**src/rtl/barret_251_pkg.sv**
```systemverilog
// Shared constants and helpers for the GF(251) Barrett reduction slice.
package barret_251_pkg;

  localparam int unsigned Q     = 251;
  localparam int unsigned IN_W  = 15;
  localparam int unsigned OUT_W = 8;

  // Index width for n items, never narrower than one bit.
  function automatic int unsigned id_w(input int unsigned n);
    return (n <= 2) ? 1 : $clog2(n);
  endfunction

endpackage

```
**src/rtl/barret_for_251.sv**
```systemverilog
// Combinational Barrett reduction of a 15-bit operand modulo 251.
module barret_for_251
  import barret_251_pkg::*;
(
  input  logic [IN_W-1:0]  din_a,
  output logic [OUT_W-1:0] dout_r
);

  // m = floor(2^23 / 251); for operands below 2^15 the quotient estimate
  // is at most one short, so a single conditional subtract finishes it.
  localparam int unsigned K = 23;
  localparam int unsigned M = (32'd1 << K) / Q;

  logic [7:0]      q_est;
  logic [IN_W-1:0] qm;
  logic [IN_W-1:0] r_raw;

  always_comb begin
    q_est  = 8'((32'(din_a) * M) >> K);
    qm     = IN_W'(32'(q_est) * Q);
    r_raw  = din_a - qm;
    dout_r = (r_raw >= IN_W'(Q)) ? OUT_W'(r_raw - IN_W'(Q)) : OUT_W'(r_raw);
  end

endmodule

```
**src/rtl/barret_251_arbiter.sv**
```systemverilog
// Round-robin sharing of one mod-251 reducer among N_REQ requesters,
// wrapped in a two-stage valid/ready pipeline with id-tagged responses.
module barret_251_arbiter #(
  parameter int unsigned N_REQ = 4,
  parameter int unsigned IN_W  = barret_251_pkg::IN_W,
  parameter int unsigned OUT_W = barret_251_pkg::OUT_W,
  parameter int unsigned CNT_W = 16
) (
  input  logic                                     clk,
  input  logic                                     rst,
  input  logic [N_REQ-1:0]                         req_valid,
  input  logic [N_REQ*IN_W-1:0]                    req_data,
  output logic [N_REQ-1:0]                         req_ready,
  output logic                                     rsp_valid,
  output logic [OUT_W-1:0]                         rsp_data,
  output logic [barret_251_pkg::id_w(N_REQ)-1:0]   rsp_id,
  input  logic                                     rsp_ready,
  output logic [CNT_W-1:0]                         ops_count
);
  import barret_251_pkg::*;

  localparam int unsigned ID_W = id_w(N_REQ);

  logic              s1_valid_q, s1_valid_d;
  logic [IN_W-1:0]   s1_data_q,  s1_data_d;
  logic [ID_W-1:0]   s1_id_q,    s1_id_d;
  logic              rsp_valid_q, rsp_valid_d;
  logic [OUT_W-1:0]  rsp_data_q,  rsp_data_d;
  logic [ID_W-1:0]   rsp_id_q,    rsp_id_d;
  logic [ID_W-1:0]   rr_ptr_q,    rr_ptr_d;
  logic [CNT_W-1:0]  ops_cnt_q,   ops_cnt_d;

  logic [ID_W-1:0]   grant;
  logic              grant_found;
  int unsigned       idx;
  logic              s2_load;
  logic              s1_free;
  logic              accept;
  logic [OUT_W-1:0]  red_r;

  barret_for_251 u_reducer (
    .din_a  (s1_data_q),
    .dout_r (red_r)
  );

  // Search order starts at rr_ptr and wraps; first valid requester wins.
  always_comb begin
    grant       = '0;
    grant_found = 1'b0;
    idx         = 0;
    for (int unsigned k = 0; k < N_REQ; k++) begin
      idx = (32'(rr_ptr_q) + k) % N_REQ;
      if (!grant_found && req_valid[idx]) begin
        grant       = ID_W'(idx);
        grant_found = 1'b1;
      end
    end
  end

  always_comb begin
    s2_load   = s1_valid_q & (~rsp_valid_q | rsp_ready);
    s1_free   = ~s1_valid_q | s2_load;
    accept    = s1_free & grant_found;
    req_ready = '0;
    if (accept) req_ready[grant] = 1'b1;
  end

  always_comb begin
    s1_valid_d = s1_valid_q;
    s1_data_d  = s1_data_q;
    s1_id_d    = s1_id_q;
    rr_ptr_d   = rr_ptr_q;
    if (accept) begin
      s1_valid_d = 1'b1;
      s1_data_d  = req_data[grant*IN_W +: IN_W];
      s1_id_d    = grant;
      rr_ptr_d   = (grant == ID_W'(N_REQ - 1)) ? '0 : grant + 1'b1;
    end else if (s2_load) begin
      s1_valid_d = 1'b0;
    end

    rsp_valid_d = rsp_valid_q;
    rsp_data_d  = rsp_data_q;
    rsp_id_d    = rsp_id_q;
    if (s2_load) begin
      rsp_valid_d = 1'b1;
      rsp_data_d  = red_r;
      rsp_id_d    = s1_id_q;
    end else if (rsp_ready) begin
      rsp_valid_d = 1'b0;
    end

    ops_cnt_d = ops_cnt_q + CNT_W'(rsp_valid_q & rsp_ready);
  end

  always_ff @(posedge clk) begin
    if (rst) begin
      s1_valid_q  <= 1'b0;
      s1_data_q   <= '0;
      s1_id_q     <= '0;
      rsp_valid_q <= 1'b0;
      rsp_data_q  <= '0;
      rsp_id_q    <= '0;
      rr_ptr_q    <= '0;
      ops_cnt_q   <= '0;
    end else begin
      s1_valid_q  <= s1_valid_d;
      s1_data_q   <= s1_data_d;
      s1_id_q     <= s1_id_d;
      rsp_valid_q <= rsp_valid_d;
      rsp_data_q  <= rsp_data_d;
      rsp_id_q    <= rsp_id_d;
      rr_ptr_q    <= rr_ptr_d;
      ops_cnt_q   <= ops_cnt_d;
    end
  end

  assign rsp_valid = rsp_valid_q;
  assign rsp_data  = rsp_data_q;
  assign rsp_id    = rsp_id_q;
  assign ops_count = ops_cnt_q;

endmodule

```
**config.mk**
```make
export PLATFORM = sky130hd
export DESIGN_NAME = barret_251_arbiter
export DESIGN_NICKNAME = d
export VERILOG_FILES = /design/src/rtl/barret_251_pkg.sv /design/src/rtl/barret_for_251.sv /design/src/rtl/barret_251_arbiter.sv
export SDC_FILE = /design/constraint.sdc
export NUM_CORES = 1
export LEC_CHECK = 0
export CAP_MARGIN = 5
export CORE_MARGIN = 2
export CORE_UTILIZATION = 45
export CTS_CLUSTER_DIAMETER = 100
export DETAILED_ROUTE_END_ITERATION = 6
export PLACE_DENSITY_LB_ADDON = 0.12
export SLEW_MARGIN = 0
export SYNTH_ARGS = -nofsm -noshare
export SYNTH_HDL_FRONTEND = slang
export SYNTH_SLANG_ARGS = --single-unit
```
**constraint.sdc**
```tcl
create_clock -name clk -period 11.5 [get_ports clk]
set_input_delay 1.725 -clock clk [delete_from_list [all_inputs] [get_ports clk]]
set_output_delay 1.725 -clock clk [all_outputs]
set_load 0.01 [all_outputs]
```
Word-level counts from Yosys, hierarchy flattened. Cells that the tools add are included.

Output and inout port bits: 31. Bits in registers: 47. Input bits: 67. Logic and storage cells: 68.

Bitwise gates (word level): 7. Shift operators: 1. $lt $le $gt $ge: 7. Add/subtract/negate cells: 7. Reductions and logical operators: 9. Mux-type cells: 25. Multiply operators: 3. Equal/unequal tests: 1.

Operators by type and width (count): 60-bit by 7-bit variable part select with 15-bit output (1); 15-bit by 14-bit multiplier with 29-bit output, second input constant (1); 16-bit by 1-bit adder with 16-bit output (1); 15-bit by 8-bit >= comparator with 1-bit output, second input constant (1); 2-bit by 3-bit < comparator with 1-bit output, second input constant (5); 8-bit by 8-bit multiplier with 15-bit output, second input constant (1); 15-bit subtractor (1); 1-bit 2-to-1 mux (13); 2-bit 2-to-1 mux (5); 1-bit binary-select mux with 2-bit select (4); 8-bit 2-to-1 mux (1); 8-bit subtractor, second input constant (1); 2-bit by 4-bit multiplier with 6-bit output, second input constant (1); 2-bit by 1-bit adder with 2-bit output, second input constant (2); 2-bit adder, second input constant (2); 1-bit logical AND (4); 4-bit 2-to-1 mux (1); 2-bit nonzero test (2); 1-bit bitwise AND (3); 1-bit logical NOT (3); 1-bit demux with 2-bit select (1); 2-bit == test, second input constant (1); 2-bit by 1-bit >= comparator with 1-bit output, second input constant (1); 1-bit inverter (2); 1-bit OR (2).

Logic depth before layout (Yosys ltp). Gate-level depths: netlist of the first run.

Depth after elaboration: 17. Depth in mapped cells: 36. Gate-level depth less buffers: 36.

Modules after synthesis. Synthesis of the first run repeated with hierarchy kept, for this count alone.

Cell total of the unflattened synthesis: 775. Area total of the unflattened synthesis: 7003.0 sq um.

Modules (own cells, without submodules): barret_for_251 (instances 1, area an instance 4704.5 sq um, sequential area each 0.0 sq um, cells each 520); barret_251_arbiter (instances 1, area an instance 2298.5 sq um, sequential area each 940.9 sq um, cells each 255).

Worst setup path after synthesis of the first run. OpenSTA, ideal clock, no wires.

Path kind: reg2reg. From: reg s1_data_q[7]. To: reg rsp_data_q[3], in the netlist rsp_data[3]. Data arrival time: 9.084 ns. Library setup time: 0.075 ns. Stages on the path, launching flop included: 35. Data required time: 11.425 ns. Path slack: 2.341 ns. Period minus slack after synthesis: 9.159 ns. Cells stage by stage: dfxtp_1 -> ha_1 -> ha_1 -> ha_1 -> inv_1 -> fa_1 -> inv_1 -> fa_1 -> inv_1 -> fa_1 -> inv_1 -> ha_1 -> o21a_1 -> o211ai_1 -> a21oi_1 -> o31ai_1 -> a21o_1 -> o21ai_0 -> or2_2 -> xnor2_1 -> fa_1 -> inv_1 -> fa_1 -> fa_1 -> inv_1 -> fa_1 -> inv_1 -> ha_1 -> nand3_1 -> o311ai_4 -> nor4_1 -> nor3_2 -> nand4_4 -> or4_1 -> a31oi_1.

Word-level cells in the longest chain between the ends: 5. Elaborated cells on any way between the ends: 6.

RTL lines: start, declared (line barret_251_arbiter.sv:25) `logic [IN_W-1:0] s1_data_q, s1_data_d;`; start signal, assigned (line barret_251_arbiter.sv:108) `s1_data_q <= s1_data_d;`; 15-bit by 14-bit multiplier with 29-bit output (line barret_for_251.sv:19) `q_est = 8'((32'(din_a) * M) >> K);`; 8-bit by 8-bit multiplier with 15-bit output (line barret_for_251.sv:20) `qm = IN_W'(32'(q_est) * Q);`; 15-bit subtractor * (line barret_for_251.sv:21) `r_raw = din_a - qm;`; 15-bit by 8-bit >= comparator with 1-bit output / 8-bit subtractor (equally long branches) (line barret_for_251.sv:22) `dout_r = (r_raw >= IN_W'(Q)) ? OUT_W'(r_raw - IN_W'(Q)) : OUT_W'(r_raw);`; 8-bit 2-to-1 mux * (line barret_for_251.sv:22); end signal, assigned (line barret_251_arbiter.sv:111) `rsp_data_q <= rsp_data_d;`; end, declared (line barret_251_arbiter.sv:28) `logic [OUT_W-1:0] rsp_data_q, rsp_data_d;`.

Every way passes the cells marked *; elsewhere a longest branch is shown, timed or not. A chain may end at the register's enable or synchronous reset.

Worst setup path after layout of the first run. Ends and elaborated chain as after synthesis.

==> results of run 1 <==
==> kinds of logic after synthesis <==
family / Yosys count / synth area share, %
compound gates: 161 / 15.56
buf+inv: 172 / 8.944
xor+xnor: 37 / 4.362
mux: 4 / 0.5558
simple gates: 227 / 15.66
flops: 47 / 12.67
fa+ha+maj: 213 / 42.24
==> state kept, by name, indices dropped and copies added (netlist names) <==
signal,cells
ops_count,16
rr_ptr_q,2
rsp_data,8
rsp_id,2
rsp_valid,1
s1_data_q,15
s1_id_q,2
s1_valid_q,1
==> cells in the final DEF, fill, tap and decap left out, drive strengths merged, types with 9 or more instances in the layout <==
master	instances
clkdlybuf4s50	96
nand3	16
a21o	14
nor2	49
dfxtp	47
a211oi	17
nand4	9
a311o	15
o21ai	21
fa	63
ha	150
and3	26
xnor2	20
nand2	73
xor2	17
a21oi	50
nor3	10
inv	143
==> worst min-delay path, cell delays in order, from the launching register on <==
cell and delay (ns):
dfxtp_1 0.31, nand2_1 0.05, a21oi_1 0.05
==> per-stage QoR <==
stage	hold slack [ns]	utilization, %	setup WS (ns)	cells
finish	0.4558	54.53	1.578	1154
global route	0.4808	54.53	0.9481	1154
CTS	0.4593	54.53	1.567	1154
detailed placement	0.4496	53.45	1.562	1146
global placement	0.4441	53.45	1.759	1146
floorplan	0.4315	-	2.341	861
==> Yosys cell counts (14+ instances only) <==
| cell type | count | area (sq um) |
|---|---|---|
| a211oi_1 | 15 | 112.6 |
| a21o_1 | 14 | 105.1 |
| a21oi_1 | 50 | 250.2 |
| a311o_1 | 15 | 150.1 |
| and3_1 | 26 | 162.7 |
| clkbuf_1 | 24 | 90.09 |
| dfxtp_1 | 47 | 940.9 |
| fa_1 | 63 | 1261 |
| ha_1 | 150 | 1877 |
| inv_1 | 141 | 529.3 |
| nand2_1 | 73 | 274.0 |
| nand3_1 | 15 | 75.07 |
| nor2_1 | 49 | 183.9 |
| o21ai_0 | 18 | 90.09 |
| xnor2_1 | 20 | 175.2 |
| xor2_1 | 17 | 148.9 |
==> layer usage <==
metal	wire length (microns)	track usage, %	vias up
met5	0	0	-
met4	123	2.569	0
met3	759	2.682	9
met2	7942	34.17	124
met1	8397	27.93	2812
li1	-	-	3094
==> cell type report <==
type | instances | area share [%]
Multi-Input combinational cell | 642 | 66.79
Timing Repair Buffer | 99 | 11.24
Sequential cell | 47 | 10.78
Inverter | 142 | 6.109
Tap cell | 216 | 3.098
Clock buffer | 5 | 1.434
Clock inverter | 3 | 0.5450
==> worst min path at each step <==
stage | startpoint | endpoint | slack, ns
after floorplan | s1_id_q[0] | rsp_id[0] | 0.43
after global placement | rsp_id[1] | rsp_id[1] | 0.44
after detailed placement | rsp_id[0] | rsp_id[0] | 0.45
after CTS | rsp_id[0] | rsp_id[0] | 0.46
after global routing | rsp_id[1] | rsp_id[1] | 0.48
final | rsp_id[0] | rsp_id[0] | 0.46
==> flow_summary_export.csv, run 1 <==
group,metric,value,unit
final_layout,nets,1217,
final_layout,diodes,0,
worst_setup_path,critPathBufInv,6,
global_route,grt_pass1_wl,29460,microns
floorplanning,io_pins,98,
logic_synthesis,ys_ff_latch,47,
global_route,grt_max_degree,55,
timing,max_slew_margin,26.17,%
floorplanning,rows,46,
routing,drt-total-wl,17220,microns
timing,period_share,86.28,%
clock_network,cts-root-buf,"clkbuf_16",
floorplanning,start_util,46.43,%
final_layout,area_delta_synth_final,17.45,%
routing,dr.pass1.iters,4,
floorplanning,coreArea,16000,sq um
global_route,grt_pass1_vias,6131,
worst_setup_path,crit_top_cell,"fa_1",
floorplanning,die-height,132.5,microns
routing,drt_iter0_drc,298,
logic_synthesis,avgSynthCellArea,8.628,sq um
clock_network,ctsResizeCount,0,
timing,setup_viol,0,
logic_synthesis,ys_seq_area_share,12.67,%
timing,max_slew.worst_pin.slew,1.107,ns
clock_network,numCtsBuffers,5,
worst_setup_path,slowest_stage,"xnor2_1",
floorplanning,dieArea,17550,sq um
clock_network,cts_tree,"yes",
global_route,grt_overflow_total,0,
worst_setup_path,rr_endpoint,"rsp_data[3]",
worst_setup_path,crit_type,"reg2reg",
timing,hold_violations,0,
clock_network,cts_hold_buf,0,
routing,vias_per_cell,5.233,
routing,vias,6039,
logic_synthesis,yosysUniqueCellTypes,73,
placement,portBuffers,97,
logic_synthesis,synth-main-ff-cell,"dfxtp_1",
worst_setup_path,worstSetupPathDepth,34,
clock_network,clkTransAtPathRegs,0.07,ns
timing,setup-tns-final,0,ns
final_layout,finish.instance_area,8725,sq um
worst_setup_path,endpoint,"rsp_data[3]",
logic_synthesis,synthArstFlopShare,0,%
routing,drc,0,
timing,maxSlewViolCount,0,
worst_setup_path,cp.required,11.71,ns
clock_network,post-cts-setup-buffer-count,0,
final_layout,multi_input_area,5827,sq um
global_route,antenna_found_initial,0,
worst_setup_path,ff2ff_setup_slack,1.58,ns
placement,place.gp.congestion,0.8085,
routing,ant_nets,0,
final_layout,drive_gt1_share,3.731,%
worst_setup_path,cp_top_family,"adder cells",
logic_synthesis,yosys_warnings,0,
timing,period_needed,9.922,ns
clock_network,numClockSinks,47,
clock_network,clockBufferDepth,2,
timing,fmax,0.1008,GHz
worst_setup_path,critPathLaunchType,"flip-flop",
timing,rsz0062_at_grt,"no",
worst_setup_path,startpoint,"s1_data_q[7]",
global_route,grt_use_total,20.05,%
worst_setup_path,cp_max_fo,9,
worst_setup_path,regToRegStartpoint,"s1_data_q[7]",
logic_synthesis,synth_nets,1141,
logic_synthesis,synth_cells,861,
floorplanning,die_w,132.5,microns
routing,avgRoutedWirePerCell,14.92,microns
final_layout,regArea,940.9,sq um
logic_synthesis,netlist_area,7428,sq um
min_path,worstHoldPathCells,2,
worst_setup_path,cp.arrival,10.13,ns
final_layout,n_fill_cell,1567,
worst_setup_path,cpPeakStageDelay,0.64,ns
clock_network,htree_levels,2,
min_path,hold_class,"reg2reg",
job,drv_cap,0,
placement,placed_cell_area,8552,sq um
worst_setup_path,rr_worst_depth,34,
clock_network,clk_latency,0.29,ns
worst_setup_path,worstSetupEndpointType,"flip-flop",
placement,hpwl,14490,microns
logic_synthesis,synth_edf_count,0,
outcome,status,"completed",
timing,clock_skew,0.007037,ns
Power of run 1 is left out: the tool's default activity adds up to more than one toggle a clock period on the data nets, which glitch-free logic cannot reach.
==> run 2: changes to the inputs <==
--- a/config.mk
+++ b/config.mk
@@ -6,9 +6,10 @@
 export NUM_CORES = 1
 export LEC_CHECK = 0
 export CAP_MARGIN = 5
+export CELL_PAD_IN_SITES_DETAIL_PLACEMENT = 1
+export CELL_PAD_IN_SITES_GLOBAL_PLACEMENT = 2
 export CORE_MARGIN = 2
-export CORE_UTILIZATION = 45
-export CTS_CLUSTER_DIAMETER = 100
+export CORE_UTILIZATION = 35
 export DETAILED_ROUTE_END_ITERATION = 6
 export PLACE_DENSITY_LB_ADDON = 0.12
 export SLEW_MARGIN = 0
==> run 2 against run 1 <==
Compared with the run above: clock skew rose by 0.0036 ns; first-iteration DRC count fell by 35%; via count rose by 4.2%; cell count rose by 5.2%; highest routed layer unchanged.
==> flow_summary_export.csv, run 2 (synthesis gave the netlist of run 1 again) <==
group,metric,value,unit
outcome,status,"completed",
timing,max_slew.worst_pin.slew,1.226,ns
final_layout,drive_gt1_share,3.834,%
clock_network,clkTransAtPathRegs,0.07,ns
floorplanning,rows,53,
timing,fmax,0.09815,GHz
final_layout,largest_reg_flops,16,
timing,max_slew_margin,18.27,%
floorplanning,die-height,149.7,microns
clock_network,numClockSinks,47,
timing,hold_violations,0,
worst_setup_path,cp_max_fo,9,
clock_network,clk_latency,0.29,ns
clock_network,cts_tree,"yes",
clock_network,cts-root-buf,"clkbuf_16",
timing,rsz0062_at_grt,"no",
worst_setup_path,worstSetupEndpointType,"flip-flop",
worst_setup_path,rr_endpoint,"rsp_data[3]",
routing,avgRoutedWirePerCell,17.14,microns
worst_setup_path,crit_type,"reg2reg",
timing,setup-tns-final,0,ns
clock_network,numCtsBuffers,5,
global_route,grt_pass1_wl,34440,microns
worst_setup_path,critPathLaunchType,"flip-flop",
clock_network,clockBufferDepth,2,
floorplanning,dieArea,22410,sq um
floorplanning,die_w,149.7,microns
global_route,grt_overflow_total,0,
timing,period_share,88.59,%
worst_setup_path,slowest_stage,"xnor2_1",
final_layout,area_delta_synth_final,18.53,%
global_route,grt_use_total,19.18,%
floorplanning,start_util,35.45,%
placement,hpwl,17610,microns
routing,drt-total-wl,20810,microns
min_path,min_to,"rsp_id[1]",
worst_setup_path,rr_worst_depth,34,
floorplanning,io_pins,98,
min_path,hold_class,"reg2reg",
min_path,worstHoldPathCells,2,
final_layout,nets,1218,
routing,drc,0,
placement,place.gp.congestion,0.8411,
clock_network,post-cts-setup-buffer-count,0,
job,drv_cap,0,
clock_network,htree_levels,2,
final_layout,regArea,940.9,sq um
placement,portBuffers,97,
final_layout,multi_input_area,5827,sq um
timing,period_needed,10.19,ns
global_route,grt_pass1_vias,6870,
final_layout,mostFrequentLayoutCells,"ha_1 (150), inv_1 (141), clkdlybuf4s50_1 (96), nand2_1 (73), fa_1 (63)",
worst_setup_path,cp.required,11.70,ns
final_layout,diodes,0,
worst_setup_path,ff2ff_setup_slack,1.31,ns
worst_setup_path,cp.arrival,10.39,ns
timing,clock_skew,0.01066,ns
global_route,antenna_found_initial,0,
worst_setup_path,regToRegStartpoint,"s1_data_q[7]",
routing,drt_iter0_drc,195,
worst_setup_path,cpPeakStageDelay,0.66,ns
timing,setup_viol,0,
clock_network,cts_hold_buf,0,
routing,vias,6295,
final_layout,final_common_cell,"ha_1",
routing,vias_per_cell,5.185,
worst_setup_path,crit_top_cell,"fa_1",
timing,maxSlewViolCount,0,
routing,ant_nets,0,
clock_network,ctsResizeCount,0,
routing,dr.pass1.iters,4,
global_route,grt_max_degree,55,
floorplanning,coreArea,20960,sq um
final_layout,n_fill_cell,2542,
min_path,worst_hold_startpoint,"rsp_id[1]",
==> run 2: cell count changes in the layout (fill, tap and decap cells not counted) <==
cell	change
buf_4	+1
clkinvlp_4	+1
clkinv_4	-1
==> run 2: cell type report <==
cell class | count | share of cell area (%)
Multi-Input combinational cell | 642 | 66.18
Timing Repair Buffer | 100 | 11.23
Sequential cell | 47 | 10.69
Inverter | 142 | 6.054
Tap cell | 275 | 3.908
Clock buffer | 5 | 1.421
Clock inverter | 3 | 0.5258
==> run 2: how the worst max path moves through the flow <==
stage	startpoint	to	cells after the start
after floorplan	s1_data_q[7]	rsp_data[3]	34
after global placement	s1_data_q[7]	rsp_data[1]	33
after detailed placement	s1_data_q[3]	rsp_data[3]	31
after CTS	s1_data_q[3]	rsp_data[3]	31
after global routing	s1_data_q[7]	rsp_data[3]	34
final	s1_data_q[7]	rsp_data[3]	34
==> run 2: metal layers <==
metal  vias to the layer above  wire length [microns]  GRT usage, %
li1                       3084                      -             -
met1                      3091                  10080         26.13
met2                       106                   9664         32.20
met3                        14                    823         3.201
met4                         0                    243         3.726
met5                         -                      0             0
==> run 2: critical path: cells and delay by family, from the launching register on <==
family	cells	cell delay (ns)
XOR/XNOR	1	0.66
AND/OR/NAND/NOR	3	0.80
adder cells (fa/ha/maj)	12	5.31
AO/OA/AOI/OAI	12	2.47
buffers and inverters	6	0.31
flip-flops	1	0.56
==> run 2: metrics by stage <==
step	instances	hold WS, ns	util, %	setup slack [ns]	area (sq um)
after CTS	1214	0.4688	42.02	1.212	8805
after global placement	1206	0.4497	41.20	1.681	8633
final	1214	0.4642	42.02	1.312	8805
after global routing	1214	0.4909	42.02	0.7071	8805
after detailed placement	1206	0.4596	41.20	1.246	8633
after floorplan	861	0.4315	-	2.341	7428
Power of run 2 is left out for the same reason.
